**src/rtl/alu_op_sequencer_if.sv**
```systemverilog
// Request, ALU and register-file writeback bundle for alu_op_sequencer.
// master = CPU/ALU/regfile side, slave = the sequencer.
interface alu_op_sequencer_if;
    logic        req_valid;
    logic        req_ready;
    logic [3:0]  req_op;
    logic [15:0] req_a;
    logic [15:0] req_b;
    logic [3:0]  req_rd;
    logic [3:0]  alu_ctrl;
    logic [15:0] alu_a;
    logic [15:0] alu_b;
    logic [15:0] alu_res;
    logic [15:0] alu_r15;
    logic        wb_en;
    logic [3:0]  wb_addr;
    logic [15:0] wb_data;

    modport master (
        output req_valid, req_op, req_a, req_b, req_rd, alu_res, alu_r15,
        input  req_ready, alu_ctrl, alu_a, alu_b, wb_en, wb_addr, wb_data
    );

    modport slave (
        input  req_valid, req_op, req_a, req_b, req_rd, alu_res, alu_r15,
        output req_ready, alu_ctrl, alu_a, alu_b, wb_en, wb_addr, wb_data
    );
endinterface

```
**src/rtl/alu_op_sequencer.sv**
```systemverilog
// Sequences one ALU operation at a time and writes back rd, then R15 for MUL/DIV.
// Optional divide-by-zero trap: define ALU_SEQ_DIV0_TRAP_EN.
//
// state | meaning
// IDLE  | ready for a request, ALU operands driven 0
// EXEC  | operands held on the ALU while the latency counter runs down
// WB_LO | write res_lo to rd (or report an illegal opcode)
// WB_HI | write res_hi to R15 (MUL/DIV only)
module alu_op_sequencer #(
    parameter int MUL_LAT = 2,
    parameter int DIV_LAT = 4
) (
    input  logic               clk,
    input  logic               rst_n,
    alu_op_sequencer_if.slave  bus,
    output logic               stall,
    output logic               done,
    output logic               err_op,
    output logic               err_div0
);

    typedef enum logic [1:0] {IDLE, EXEC, WB_LO, WB_HI} state_t;

    localparam logic [3:0] OP_MUL  = 4'd2;
    localparam logic [3:0] OP_DIV  = 4'd3;
    localparam logic [3:0] OP_LAST = 4'd5;
    localparam int MAX_LAT = (MUL_LAT > DIV_LAT) ? MUL_LAT : DIV_LAT;
    localparam int CW      = (MAX_LAT > 1) ? $clog2(MAX_LAT) : 1;
    localparam logic [CW-1:0] CNT_MUL = CW'(MUL_LAT - 1);
    localparam logic [CW-1:0] CNT_DIV = CW'(DIV_LAT - 1);

    state_t        state_q, state_d;
    logic [CW-1:0] cnt_q, cnt_d;
    logic [3:0]    op_q, op_d;
    logic [15:0]   a_q, a_d;
    logic [15:0]   b_q, b_d;
    logic [3:0]    rd_q, rd_d;
    logic          ill_q, ill_d;
    logic [15:0]   res_hi_q, res_hi_d;

    logic [3:0]    alu_ctrl_q, alu_ctrl_d;
    logic [15:0]   alu_a_q, alu_a_d;
    logic [15:0]   alu_b_q, alu_b_d;
    logic          wb_en_q, wb_en_d;
    logic [3:0]    wb_addr_q, wb_addr_d;
    logic [15:0]   wb_data_q, wb_data_d;
    logic          done_q, done_d;
    logic          err_op_q, err_op_d;

    logic accept;
    logic div0_hit;
    logic op_wide;

    assign accept  = (state_q == IDLE) && bus.req_valid;
    assign op_wide = (op_q == OP_MUL) || (op_q == OP_DIV);

`ifdef ALU_SEQ_DIV0_TRAP_EN
    logic div0_q;

    assign div0_hit = (bus.req_op == OP_DIV) && (bus.req_b == 16'h0000);

    always_ff @(posedge clk) begin
        if (!rst_n) begin
            div0_q <= 1'b0;
        end else begin
            div0_q <= accept && div0_hit;
        end
    end

    assign err_div0 = div0_q;
`else
    assign div0_hit = 1'b0;
    assign err_div0 = 1'b0;
`endif

    always_ff @(posedge clk) begin
        if (!rst_n) begin
            state_q    <= IDLE;
            cnt_q      <= '0;
            op_q       <= '0;
            a_q        <= '0;
            b_q        <= '0;
            rd_q       <= '0;
            ill_q      <= 1'b0;
            res_hi_q   <= '0;
            alu_ctrl_q <= '0;
            alu_a_q    <= '0;
            alu_b_q    <= '0;
            wb_en_q    <= 1'b0;
            wb_addr_q  <= '0;
            wb_data_q  <= '0;
            done_q     <= 1'b0;
            err_op_q   <= 1'b0;
        end else begin
            state_q    <= state_d;
            cnt_q      <= cnt_d;
            op_q       <= op_d;
            a_q        <= a_d;
            b_q        <= b_d;
            rd_q       <= rd_d;
            ill_q      <= ill_d;
            res_hi_q   <= res_hi_d;
            alu_ctrl_q <= alu_ctrl_d;
            alu_a_q    <= alu_a_d;
            alu_b_q    <= alu_b_d;
            wb_en_q    <= wb_en_d;
            wb_addr_q  <= wb_addr_d;
            wb_data_q  <= wb_data_d;
            done_q     <= done_d;
            err_op_q   <= err_op_d;
        end
    end

    // Outputs are registered, so each branch computes what the next cycle shows.
    always_comb begin
        state_d    = state_q;
        cnt_d      = cnt_q;
        op_d       = op_q;
        a_d        = a_q;
        b_d        = b_q;
        rd_d       = rd_q;
        ill_d      = ill_q;
        res_hi_d   = res_hi_q;
        alu_ctrl_d = '0;
        alu_a_d    = '0;
        alu_b_d    = '0;
        wb_en_d    = 1'b0;
        wb_addr_d  = '0;
        wb_data_d  = '0;
        done_d     = 1'b0;
        err_op_d   = 1'b0;

        unique case (state_q)
            IDLE: begin
                if (accept) begin
                    op_d  = bus.req_op;
                    a_d   = bus.req_a;
                    b_d   = bus.req_b;
                    rd_d  = bus.req_rd;
                    ill_d = 1'b0;
                    if (bus.req_op > OP_LAST) begin
                        // Illegal op borrows WB_LO for its single stalled cycle, no write.
                        ill_d    = 1'b1;
                        err_op_d = 1'b1;
                        done_d   = 1'b1;
                        state_d  = WB_LO;
                    end else if (div0_hit) begin
                        res_hi_d  = bus.req_a;
                        wb_en_d   = 1'b1;
                        wb_addr_d = bus.req_rd;
                        wb_data_d = 16'hFFFF;
                        state_d   = WB_LO;
                    end else begin
                        alu_ctrl_d = bus.req_op;
                        alu_a_d    = bus.req_a;
                        alu_b_d    = bus.req_b;
                        if (bus.req_op == OP_MUL) begin
                            cnt_d = CNT_MUL;
                        end else if (bus.req_op == OP_DIV) begin
                            cnt_d = CNT_DIV;
                        end else begin
                            cnt_d = '0;
                        end
                        state_d = EXEC;
                    end
                end
            end
            EXEC: begin
                if (cnt_q == '0) begin
                    res_hi_d  = bus.alu_r15;
                    wb_en_d   = 1'b1;
                    wb_addr_d = rd_q;
                    wb_data_d = bus.alu_res;
                    done_d    = !op_wide;
                    state_d   = WB_LO;
                end else begin
                    alu_ctrl_d = op_q;
                    alu_a_d    = a_q;
                    alu_b_d    = b_q;
                    cnt_d      = cnt_q - CW'(1);
                end
            end
            WB_LO: begin
                if (ill_q || !op_wide) begin
                    state_d = IDLE;
                end else begin
                    wb_en_d   = 1'b1;
                    wb_addr_d = 4'd15;
                    wb_data_d = res_hi_q;
                    done_d    = 1'b1;
                    state_d   = WB_HI;
                end
            end
            WB_HI: begin
                state_d = IDLE;
            end
            default: begin
                state_d = IDLE;
            end
        endcase
    end

    assign bus.req_ready = (state_q == IDLE);
    assign stall         = (state_q != IDLE);
    assign bus.alu_ctrl  = alu_ctrl_q;
    assign bus.alu_a     = alu_a_q;
    assign bus.alu_b     = alu_b_q;
    assign bus.wb_en     = wb_en_q;
    assign bus.wb_addr   = wb_addr_q;
    assign bus.wb_data   = wb_data_q;
    assign done          = done_q;
    assign err_op        = err_op_q;

endmodule

```
**src/flat_wrapper.sv**
```systemverilog
// flat-port wrapper written by rule: the top's interface ports become plain ports
module alu_op_sequencer_flat 
#(
    parameter int MUL_LAT = 2,
    parameter int DIV_LAT = 4
)
  (clk, rst_n, stall, done, err_op, err_div0, bus_req_valid, bus_req_op, bus_req_a, bus_req_b, bus_req_rd, bus_alu_res, bus_alu_r15, bus_req_ready, bus_alu_ctrl, bus_alu_a, bus_alu_b, bus_wb_en, bus_wb_addr, bus_wb_data);
  alu_op_sequencer_if bus_i ();
  input  logic clk;
  input  logic rst_n;
  output logic stall;
  output logic done;
  output logic err_op;
  output logic err_div0;
  input wire logic [$bits(bus_i.req_valid)-1:0] bus_req_valid;
  input wire logic [$bits(bus_i.req_op)-1:0] bus_req_op;
  input wire logic [$bits(bus_i.req_a)-1:0] bus_req_a;
  input wire logic [$bits(bus_i.req_b)-1:0] bus_req_b;
  input wire logic [$bits(bus_i.req_rd)-1:0] bus_req_rd;
  input wire logic [$bits(bus_i.alu_res)-1:0] bus_alu_res;
  input wire logic [$bits(bus_i.alu_r15)-1:0] bus_alu_r15;
  output wire logic [$bits(bus_i.req_ready)-1:0] bus_req_ready;
  output wire logic [$bits(bus_i.alu_ctrl)-1:0] bus_alu_ctrl;
  output wire logic [$bits(bus_i.alu_a)-1:0] bus_alu_a;
  output wire logic [$bits(bus_i.alu_b)-1:0] bus_alu_b;
  output wire logic [$bits(bus_i.wb_en)-1:0] bus_wb_en;
  output wire logic [$bits(bus_i.wb_addr)-1:0] bus_wb_addr;
  output wire logic [$bits(bus_i.wb_data)-1:0] bus_wb_data;
  assign bus_i.req_valid = bus_req_valid;
  assign bus_i.req_op = bus_req_op;
  assign bus_i.req_a = bus_req_a;
  assign bus_i.req_b = bus_req_b;
  assign bus_i.req_rd = bus_req_rd;
  assign bus_i.alu_res = bus_alu_res;
  assign bus_i.alu_r15 = bus_alu_r15;
  assign bus_req_ready = bus_i.req_ready;
  assign bus_alu_ctrl = bus_i.alu_ctrl;
  assign bus_alu_a = bus_i.alu_a;
  assign bus_alu_b = bus_i.alu_b;
  assign bus_wb_en = bus_i.wb_en;
  assign bus_wb_addr = bus_i.wb_addr;
  assign bus_wb_data = bus_i.wb_data;
  alu_op_sequencer #(.MUL_LAT(MUL_LAT), .DIV_LAT(DIV_LAT)) u_core (.clk(clk), .rst_n(rst_n), .bus(bus_i), .stall(stall), .done(done), .err_op(err_op), .err_div0(err_div0));
endmodule
```
**config.mk**
```make
export PLATFORM = sky130hd
export DESIGN_NAME = alu_op_sequencer_flat
export DESIGN_NICKNAME = d
export VERILOG_FILES = /design/src/rtl/alu_op_sequencer_if.sv /design/src/rtl/alu_op_sequencer.sv /design/src/flat_wrapper.sv
export SDC_FILE = /design/constraint.sdc
export NUM_CORES = 1
export LEC_CHECK = 0
export ABC_AREA = 0
export ABC_CLOCK_PERIOD_IN_PS = 2000
export BUFFER_PORTS_ARGS = -buffer_cell sky130_fd_sc_hd__buf_2
export CAP_MARGIN = 0
export CELL_PAD_IN_SITES_DETAIL_PLACEMENT = 2
export CELL_PAD_IN_SITES_GLOBAL_PLACEMENT = 2
export CORE_MARGIN = 2
export CORE_UTILIZATION = 30
export DETAILED_ROUTE_END_ITERATION = 10
export PLACE_DENSITY = 0.81
export SYNTH_ARGS = -nofsm -noshare
export SYNTH_HDL_FRONTEND = slang
export SYNTH_SLANG_ARGS = --single-unit
```
**constraint.sdc**
```tcl
create_clock -name clk -period 2 [get_ports clk]
set_input_delay 0.3 -clock clk [delete_from_list [all_inputs] [get_ports clk]]
set_output_delay 0.3 -clock clk [all_outputs]
set_load 0.01 [all_outputs]
```
# Word level (Yosys, flattened, before mapping)
# Index checks and enable logic that the tools add are counted.
[totals] register_bits=120 inputBits=75 out_inout_bits=62 wordCells=78
[op_classes] add_sub_neg=1 magnitude_cmp=1 n_eq_ne=11 mux=36 reduce_logical=13
[op_table] cell="$mux W16" count=8
[op_table] cell="$pmux W16 S2" count=3
[op_table] cell="$mux W4" count=5
[op_table] cell="$mux W2" count=9
[op_table] cell="$eq A4 B2 Y1 const B" count=4
[op_table] cell="$pmux W4 S2" count=2
[op_table] cell="$pmux W2 S4" count=1
[op_table] cell="$reduce_and A2 Y1" count=4
[op_table] cell="$mux W1" count=5
[op_table] cell="$eq A2 B2 Y1 const B" count=2
[op_table] cell="$gt A4 B3 Y1 const B" count=1
[op_table] cell="$logic_not A2 Y1" count=2
[op_table] cell="$ne A2 B1 Y1 const B" count=2
[op_table] cell="$ne A2 B2 Y1 const B" count=2
[op_table] cell="$pmux W2 S2" count=1
[op_table] cell="$reduce_and A4 Y1" count=1
[op_table] cell="$reduce_bool A2 Y1" count=2
[op_table] cell="$pmux W1 S3" count=1
[op_table] cell="$eq A2 B1 Y1 const B" count=1
[op_table] cell="$logic_or A1 B1 Y1" count=2
[op_table] cell="$pmux W1 S2" count=1
[op_table] cell="$sub A2 B1 Y2 const B" count=1
[op_table] cell="$logic_and A1 B1 Y1" count=1
[op_table] cell="$logic_not A1 Y1" count=1

# Longest topological paths before layout
# Gate-level depths: netlist of the first run.
[depth] word_depth=6 mapped_depth=8 depth_no_buf=6

# Least setup slack after synthesis of the first run
# No wires, ideal clock.
[synth_path] path_kind="register to register" startpoint="reg u_core.state_q[0]" endpoint="reg u_core.alu_ctrl_q[1], in the netlist u_core.bus.alu_ctrl[1]" setup_ns=0.131 arrival_time_ns=1.490 required_ns=1.869 slack_ns=0.379 stages_incl_launch_ff=9 path_buffers=3 period_less_slack_ns=1.621 path_cell_list="dfxtp_1 > inv_1 > ha_1 > and2_1 > buf_2 > buf_4 > buf_4 > a22oi_1 > nor2_1"
[synth_between] elab_chain_cells=4 elab_cells_between_ends=5 cone_classes="eq/ne (1); mux (2); reduce/logical (2)"
[synth_lines] element="start: declaration" line="alu_op_sequencer.sv:32" source="state_t state_q, state_d;"
[synth_lines] element="start signal: assignment" line="alu_op_sequencer.sv:95" source="state_q <= state_d;"
[synth_lines] element="$logic_not A2 Y1 (*)"
[synth_lines] element="net bus_req_ready" line="flat_wrapper.sv:22" source="output wire logic [$bits(bus_i.req_ready)-1:0] bus_req_ready;"
[synth_lines] element="$logic_and A1 B1 Y1" line="alu_op_sequencer.sv:54" source="assign accept = (state_q == IDLE) && bus.req_valid;"
[synth_lines] element="$mux W4" line="alu_op_sequencer.sv:135" source="if (accept) begin"
[synth_lines] element="$pmux W4 S2 (*)" line="alu_op_sequencer.sv:133" source="unique case (state_q)"
[synth_lines] element="end signal: assignment" line="alu_op_sequencer.sv:103" source="alu_ctrl_q <= alu_ctrl_d;"
[synth_lines] element="end: declaration" line="alu_op_sequencer.sv:41" source="logic [3:0] alu_ctrl_q, alu_ctrl_d;"
# The timed path passes the listed nets; every way through them passes the cells marked *.
# A chain may end at the register's enable or synchronous reset.

# Worst setup path in the final report of the first run
[layout_path] startpoint="reg u_core.state_q[0]" endpoint="out stall"
[layout_between] elab_chain_cells=1
[layout_lines] element="$reduce_bool A2 Y1" line="alu_op_sequencer.sv:204" source="assign stall = (state_q != IDLE);"
[layout_lines] element="end: declaration" line="flat_wrapper.sv:11" source="output logic stall;"
# No other way between the ends.

==> metrics.txt, run 1 <==
status completed; ys async rst share 0%; dpl cell area 5470 um2; CP endpoint kind output pin; clock network fraction of total power 38.8%; final hold vios 0; cts bufs inserted 17; sequential-to-total area share from yosys stat 52.2%; Antenna Cells 0; number of global-route vias before repair 4519; final-report setup violation count 0; Bufs on Longest Clock Path 2; overall routing resource usage 18.3%; Final TNS setup 0 ns; Net Sw Frac 31.5%; fin util 39.9%; final net count 702; Crit path arrival time 1.54 ns; clock tree root buffer cell clkbuf_16; Worst slew margin 63.2%; CTS clk-pin slew, worst paths 0.05 ns; Logic pwr share 23.5%; Worst-Skew Late Latency 0.41 ns; largest net degree at the start of global routing 52; Die Y 128 um; Ports 137; Final ANT Viol Nets 0; full die area 16300 um2; WP buf/inv 3; fmax 543 MHz; Unique masters post-synth 35; Port-buffer cells 135; Area Growth Syn to Fin 31.0%; detailed-route DRC error count 0; DP Wirelength 9.80 mm; GRT overflow 0; slowest CP cell dfxtp_1; period utilization 92.0%; row count 45; Hold Slack 0.144 ns; actual slew at the worst max-slew pin 0.550 ns; WL per Instance 17.6 um; Static Leak 0.00248 uW; final max-slew violation count 0; initial antenna violation count 0; CP Launch Type register; drt total wl 14.5 mm; top cell type by total area after synthesis dfxtp_1; CP delay by family, top buffers and inverters; Main synth FF type dfxtp_1; Ys Warns 0; Yosys reg bits 120; Required @ worst endpoint 1.70 ns; share of the synthesized area in the top cell type 52.2%; Worst VDD drop 0.784 mV; count leader, synth dfxtp_1; Crit path top cell by count inv_1; Commonest cells post-synth dfxtp_1 (120), nand2_1 (116), a21boi_0 (56); max incr delay on CP 0.40 ns; Mapped Area 4600 um2; number of vias per cell 5.00; via count 4107; Crit Path Max Fanout 6; Power Dens Cells 1250 nW/um2; Mapped Nets 575; first-pass GRT wire length 23.4 mm; Die Wd 128 um; crit-path cells inv_1, ha_1, inv_1, buf_2; layout cell share with drive strength beyond 1 33.4%; Cells after Synth 494; routability congestion estimate 0.726; RSZ-0062 raised after global routing no; Post-CTS Hold Fix Bufs 0; NetSw 2370 uW; TritonRoute pass-1 iters 4; area of the multi-input gates 1990 um2; Worst Setup Path Type reg -> out; Internal 5160 uW; core area 15100 um2; Flop pwr share 37.7%; HP Class in -> reg; top cells by area, synth dfxtp_1 (52%), nand2_1 (9.5%), a21boi_0 (9.1%); Post-synth EDFFs 0; Fin Clk Skew 0.00578 ns; FF/Latch Area 2400 um2; CTS tree yes; max-cap check violation count 0; design area 6030 um2; DR iter-0 viols 146; fill count 1692; Mapped Avg Cell Area 9.32 um2; # H-tree levels 4; Tmin final 1.84 ns; Initial Util 30.5%; CTS Sinks 120
## area by class of cell
type	count	area share, %
tap	188	3.90
inverter	6	0.374
clock inverter	9	1.66
sequential	120	39.9
multi-input combinational	327	33.0
timing repair buffer	149	13.6
clock buffer	23	7.60
## registers in the layout, indices dropped and copies added (netlist names)
register             flops
u_core.a_q              16
u_core.b_q              16
u_core.bus.alu_a        16
u_core.bus.alu_b        16
u_core.bus.alu_ctrl      4
u_core.bus.wb_addr       4
u_core.bus.wb_data      16
u_core.bus.wb_en         1
u_core.cnt_q             2
u_core.done              1
u_core.err_op            1
u_core.ill_q             1
u_core.op_q              4
u_core.rd_q              4
u_core.res_hi_q         16
u_core.state_q           2
## through the flow
step	power, uW	setup slack (ns)	cells
finish	7520	0.159	822
global placement	4540	0.217	790
global route	7980	0.0297	822
detailed placement	4680	0.0828	790
CTS	7650	0.0731	822
floorplan	4020	0.379	494
## path summary, 6_finish.rpt
kind                             startpoint                         endpoint  slack [ns]  cells past startpoint
max          u_core.state_q[0]$_SDFFE_PN0P_                            stall        0.16                      4
min reg2reg     u_core.rd_q[2]$_SDFFE_PN0P_      u_core.rd_q[2]$_SDFFE_PN0P_        0.46                      2
max reg2reg  u_core.state_q[1]$_SDFFE_PN0P_   u_core.state_q[1]$_SDFFE_PN0P_        0.18                      7
min                          bus_alu_r15[3]  u_core.res_hi_q[3]$_SDFFE_PN0P_        0.14                      3
## power by group through the flow
stage               Clock, uW  Combinational (uW)  Sequential [uW]
floorplan                   0                1150             2870
global placement            0                1690             2860
detailed placement          0                1800             2880
CTS                      3000                1810             2840
global route             3120                1990             2870
finish                   2920                1770             2840
## layer usage
| metal | global-route usage, % | up-vias | part of all wire (%) |
|---|---|---|---|
| met2 | 33.1 | 105 | 52 |
| li1 | - | 1942 | - |
| met4 | 4.65 | 0 | 0.68 |
| met1 | 21.2 | 2050 | 43 |
| met5 | 0 | - | 0 |
| met3 | 5.05 | 10 | 4.7 |
## cell families (layout without fill, tap and decap cells)
family	Yosys count	count (layout)	share of synthesized area, %
other	1	1	0.0815
adder cells (fa/ha/maj)	6	6	1.63
buffers and inverters	47	187	5.22
multiplexers	1	1	0.218
flip-flops	120	120	52.2
AO/OA/AOI/OAI	127	127	22.8
AND/OR/NAND/NOR	192	192	17.8
## cells in the final DEF (no fill, tap or decap), types with 2 or more instances in the layout
| master | n |
|---|---|
| and2_2 | 2 |
| a22oi_1 | 2 |
| a22oi_2 | 15 |
| buf_4 | 11 |
| nand3_1 | 2 |
| nand2_1 | 116 |
| and3_1 | 3 |
| a21boi_0 | 56 |
| clkinvlp_4 | 2 |
| buf_12 | 3 |
| nor2_2 | 13 |
| clkbuf_16 | 17 |
| a21o_1 | 2 |
| nor2_1 | 46 |
| nor3b_1 | 2 |
| bufinv_16 | 2 |
| o21ai_0 | 3 |
| a32oi_1 | 34 |
| a21oi_1 | 7 |
| buf_2 | 135 |
| dfxtp_1 | 120 |
| clkinv_2 | 5 |
| clkbuf_1 | 5 |
| nor2b_1 | 2 |
| inv_1 | 6 |
| ha_1 | 5 |
| o211a_1 | 2 |
## what timing repair did
item                       4_1_cts  5_1_grt
gates resized for setup          0        1
setup buffers                    0        0
setup endpoints to repair        0        2
## tightest hold or removal path: cells and delay by family
kind	cells	cell delay (ns)
buffers and inverters	1	0.10
AOI/OAI and AO/OA	1	0.06
and+or+nand+nor	1	0.04
Note: power is estimated with default switching activity, not from simulation.
==> run 2: changes to the inputs <==
- ABC_AREA: 0 -> 1
- CORE_UTILIZATION: 30 -> 28
==> run 2 against run 1 <==
Compared with the run above: sequential power up 5%; core utilization down 2.5 points; die area up 5.6%; critical path depth unchanged; combinational power up 9.6%; largest cell class unchanged; largest power group is now sequential cells.
==> metrics.txt, run 2 <==
fmax 578 MHz; final hold vios 0; postcts setup bufs 0; Commonest cells post-synth nand2_1 (138), dfxtp_1 (120), a21oi_1 (87); DP Wirelength 10.4 mm; GR Util met3 6.60%; Port-buffer cells 135; initial antenna violation count 3; number of global-route vias before repair 4714; largest net degree at the start of global routing 44; period utilization 86.5%; Worst R2R Start u_core.state_q[0]$_SDFFE_PN0P_; non-filler cells, final 927; Initial Util 28.6%; GR peak layer met2; CP Launch Type register; RSZ-0062 raised after global routing no; CP delay by family, top buffers and inverters; CTS Sinks 120; routability congestion estimate 0.777; Critical Path Stages 4; Power Dens Cells 1320 nW/um2; final-report setup violation count 0; Tmin final 1.73 ns; R2R Path End u_core.b_q[15]$_SDFFE_PN0P_; Die Y 131 um; Bufs on Longest Clock Path 2; Cells after Synth 567; share of the synthesized area in the top cell type 52.9%; Die Wd 131 um; CP endpoint kind output pin; status completed; Worst VDD drop 0.738 mV; Post-synth EDFFs 0; met1 usage 20.2%; Crit path top cell by count inv_1; Static Leak 0.00256 uW; slowest CP cell dfxtp_1; detailed-route DRC error count 0; most frequent cells in the layout nand2_1 (138), buf_2 (135), dfxtp_1 (120); HP Class in -> reg; Final ANT Viol Nets 0; TritonRoute pass-1 iters 5; overall routing resource usage 18.0%; full die area 17300 um2; Mapped Area 4540 um2; top cell type by total area after synthesis dfxtp_1; final max-slew violation count 0; Worst Setup SP u_core.state_q[0]$_SDFFE_PN0P_; Ports 137; Mapped Avg Cell Area 8.01 um2; Mapped Nets 648; final net count 777; Area Growth Syn to Fin 30.8%; FF-to-FF setup slack 0.29 ns; GR Util met2 32.0%; Required @ worst endpoint 1.70 ns; DR iter-0 viols 112; GRT overflow 0; Ys Warns 0; max-cap check violation count 0; number of vias per cell 4.65; # H-tree levels 4; Crit path arrival time 1.43 ns; ys async rst share 0%; Fin Clk Skew 0.00885 ns; Yosys reg bits 120; first-pass GRT wire length 24.6 mm; cell count after placement 893; Worst-Skew Late Latency 0.42 ns; cts bufs inserted 17; Worst Setup Path Type reg -> out; max incr delay on CP 0.33 ns; Hold Slack 0.136 ns; CTS clk-pin slew, worst paths 0.05 ns; core area 15900 um2; Unique masters post-synth 24; Post-CTS Hold Fix Bufs 0; drt total wl 15.0 mm; Final TNS setup 0 ns; number of gates resized after cts 0; Worst Setup EP stall; row count 46; via count 4310; crit-path cells inv_1, ha_1, inv_1, buf_2; Crit Path Max Fanout 6; Main synth FF type dfxtp_1; WP buf/inv 3; clock tree root buffer cell clkbuf_16; WL per Instance 16.2 um; most common cell after layout, fill and taps aside nand2_1; Reg2Reg Depth 6; CTS tree yes; layout cell share with drive strength beyond 1 27.4%; count leader, synth nand2_1; top cells by area, synth dfxtp_1 (53%), nand2_1 (11%), a21oi_1 (9.6%); sequential-to-total area share from yosys stat 52.9%
run 2: area by class of cell:
class / count / area (um2)
antenna: 3 / 7.51
clock buffer: 25 / 505
inverter: 24 / 95.1
sequential: 120 / 2400
timing repair buffer: 147 / 791
clock inverter: 6 / 65.1
multi-input combinational: 386 / 1810
fill: 1849 / 9940
tap: 216 / 270
run 2: per-layer routing:
| metal | up-vias | routed length [um] |
|---|---|---|
| li1 | 2102 | - |
| met1 | 2080 | 6400 |
| met2 | 109 | 7540 |
| met3 | 19 | 862 |
| met4 | 0 | 197 |
| met5 | - | 0 |
run 2: through the flow:
step	util (%)	instance area, um2	total power [uW]	worst slack [ns]
2_1_floorplan	-	4540	4340	0.611
3_3_place_gp	33.8	5370	4810	0.371
3_5_place_dp	33.8	5370	4960	0.304
4_1_cts	37.4	5940	7960	0.226
6_report	37.4	5940	7840	0.270
5_1_grt	37.4	5940	8340	0.111
run 2: how the worst min path moves through the flow:
stage,from,to,slack (ns),cells after the start
floorplan,u_core.rd_q[3]$_SDFFE_PN0P_,u_core.rd_q[3]$_SDFFE_PN0P_,0.43,2
global placement,u_core.rd_q[3]$_SDFFE_PN0P_,u_core.rd_q[3]$_SDFFE_PN0P_,0.44,2
detailed placement,u_core.a_q[6]$_SDFFE_PN0P_,u_core.a_q[6]$_SDFFE_PN0P_,0.46,2
CTS,bus_alu_res[5],u_core.bus.wb_data[5]$_SDFF_PN0_,0.12,3
global route,bus_alu_res[15],u_core.bus.wb_data[15]$_SDFF_PN0_,0.13,3
finish,bus_alu_res[5],u_core.bus.wb_data[5]$_SDFF_PN0_,0.14,3
run 2: report_power, final:
group	switching (uW)	internal (uW)	total, uW
registers	199	2770	2970
logic	1320	627	1940
clock network	1070	1860	2930
total	2580	5260	7840
run 2: worst reg2reg max path, stage by stage (launching register included):
cell     delay [ns]
dfxtp_1        0.37
inv_1          0.10
ha_1           0.31
nand2_4        0.12
buf_4          0.40
nand2_1        0.13
a21oi_1        0.20
run 2: logic make-up after synthesis:
group,count (synthesis),share of synthesized area (%)
fa+ha+maj,6,1.65
compound gates,119,13.7
other cells,1,0.0825
buf+inv,61,7.33
flops,120,52.9
simple gates,260,24.4
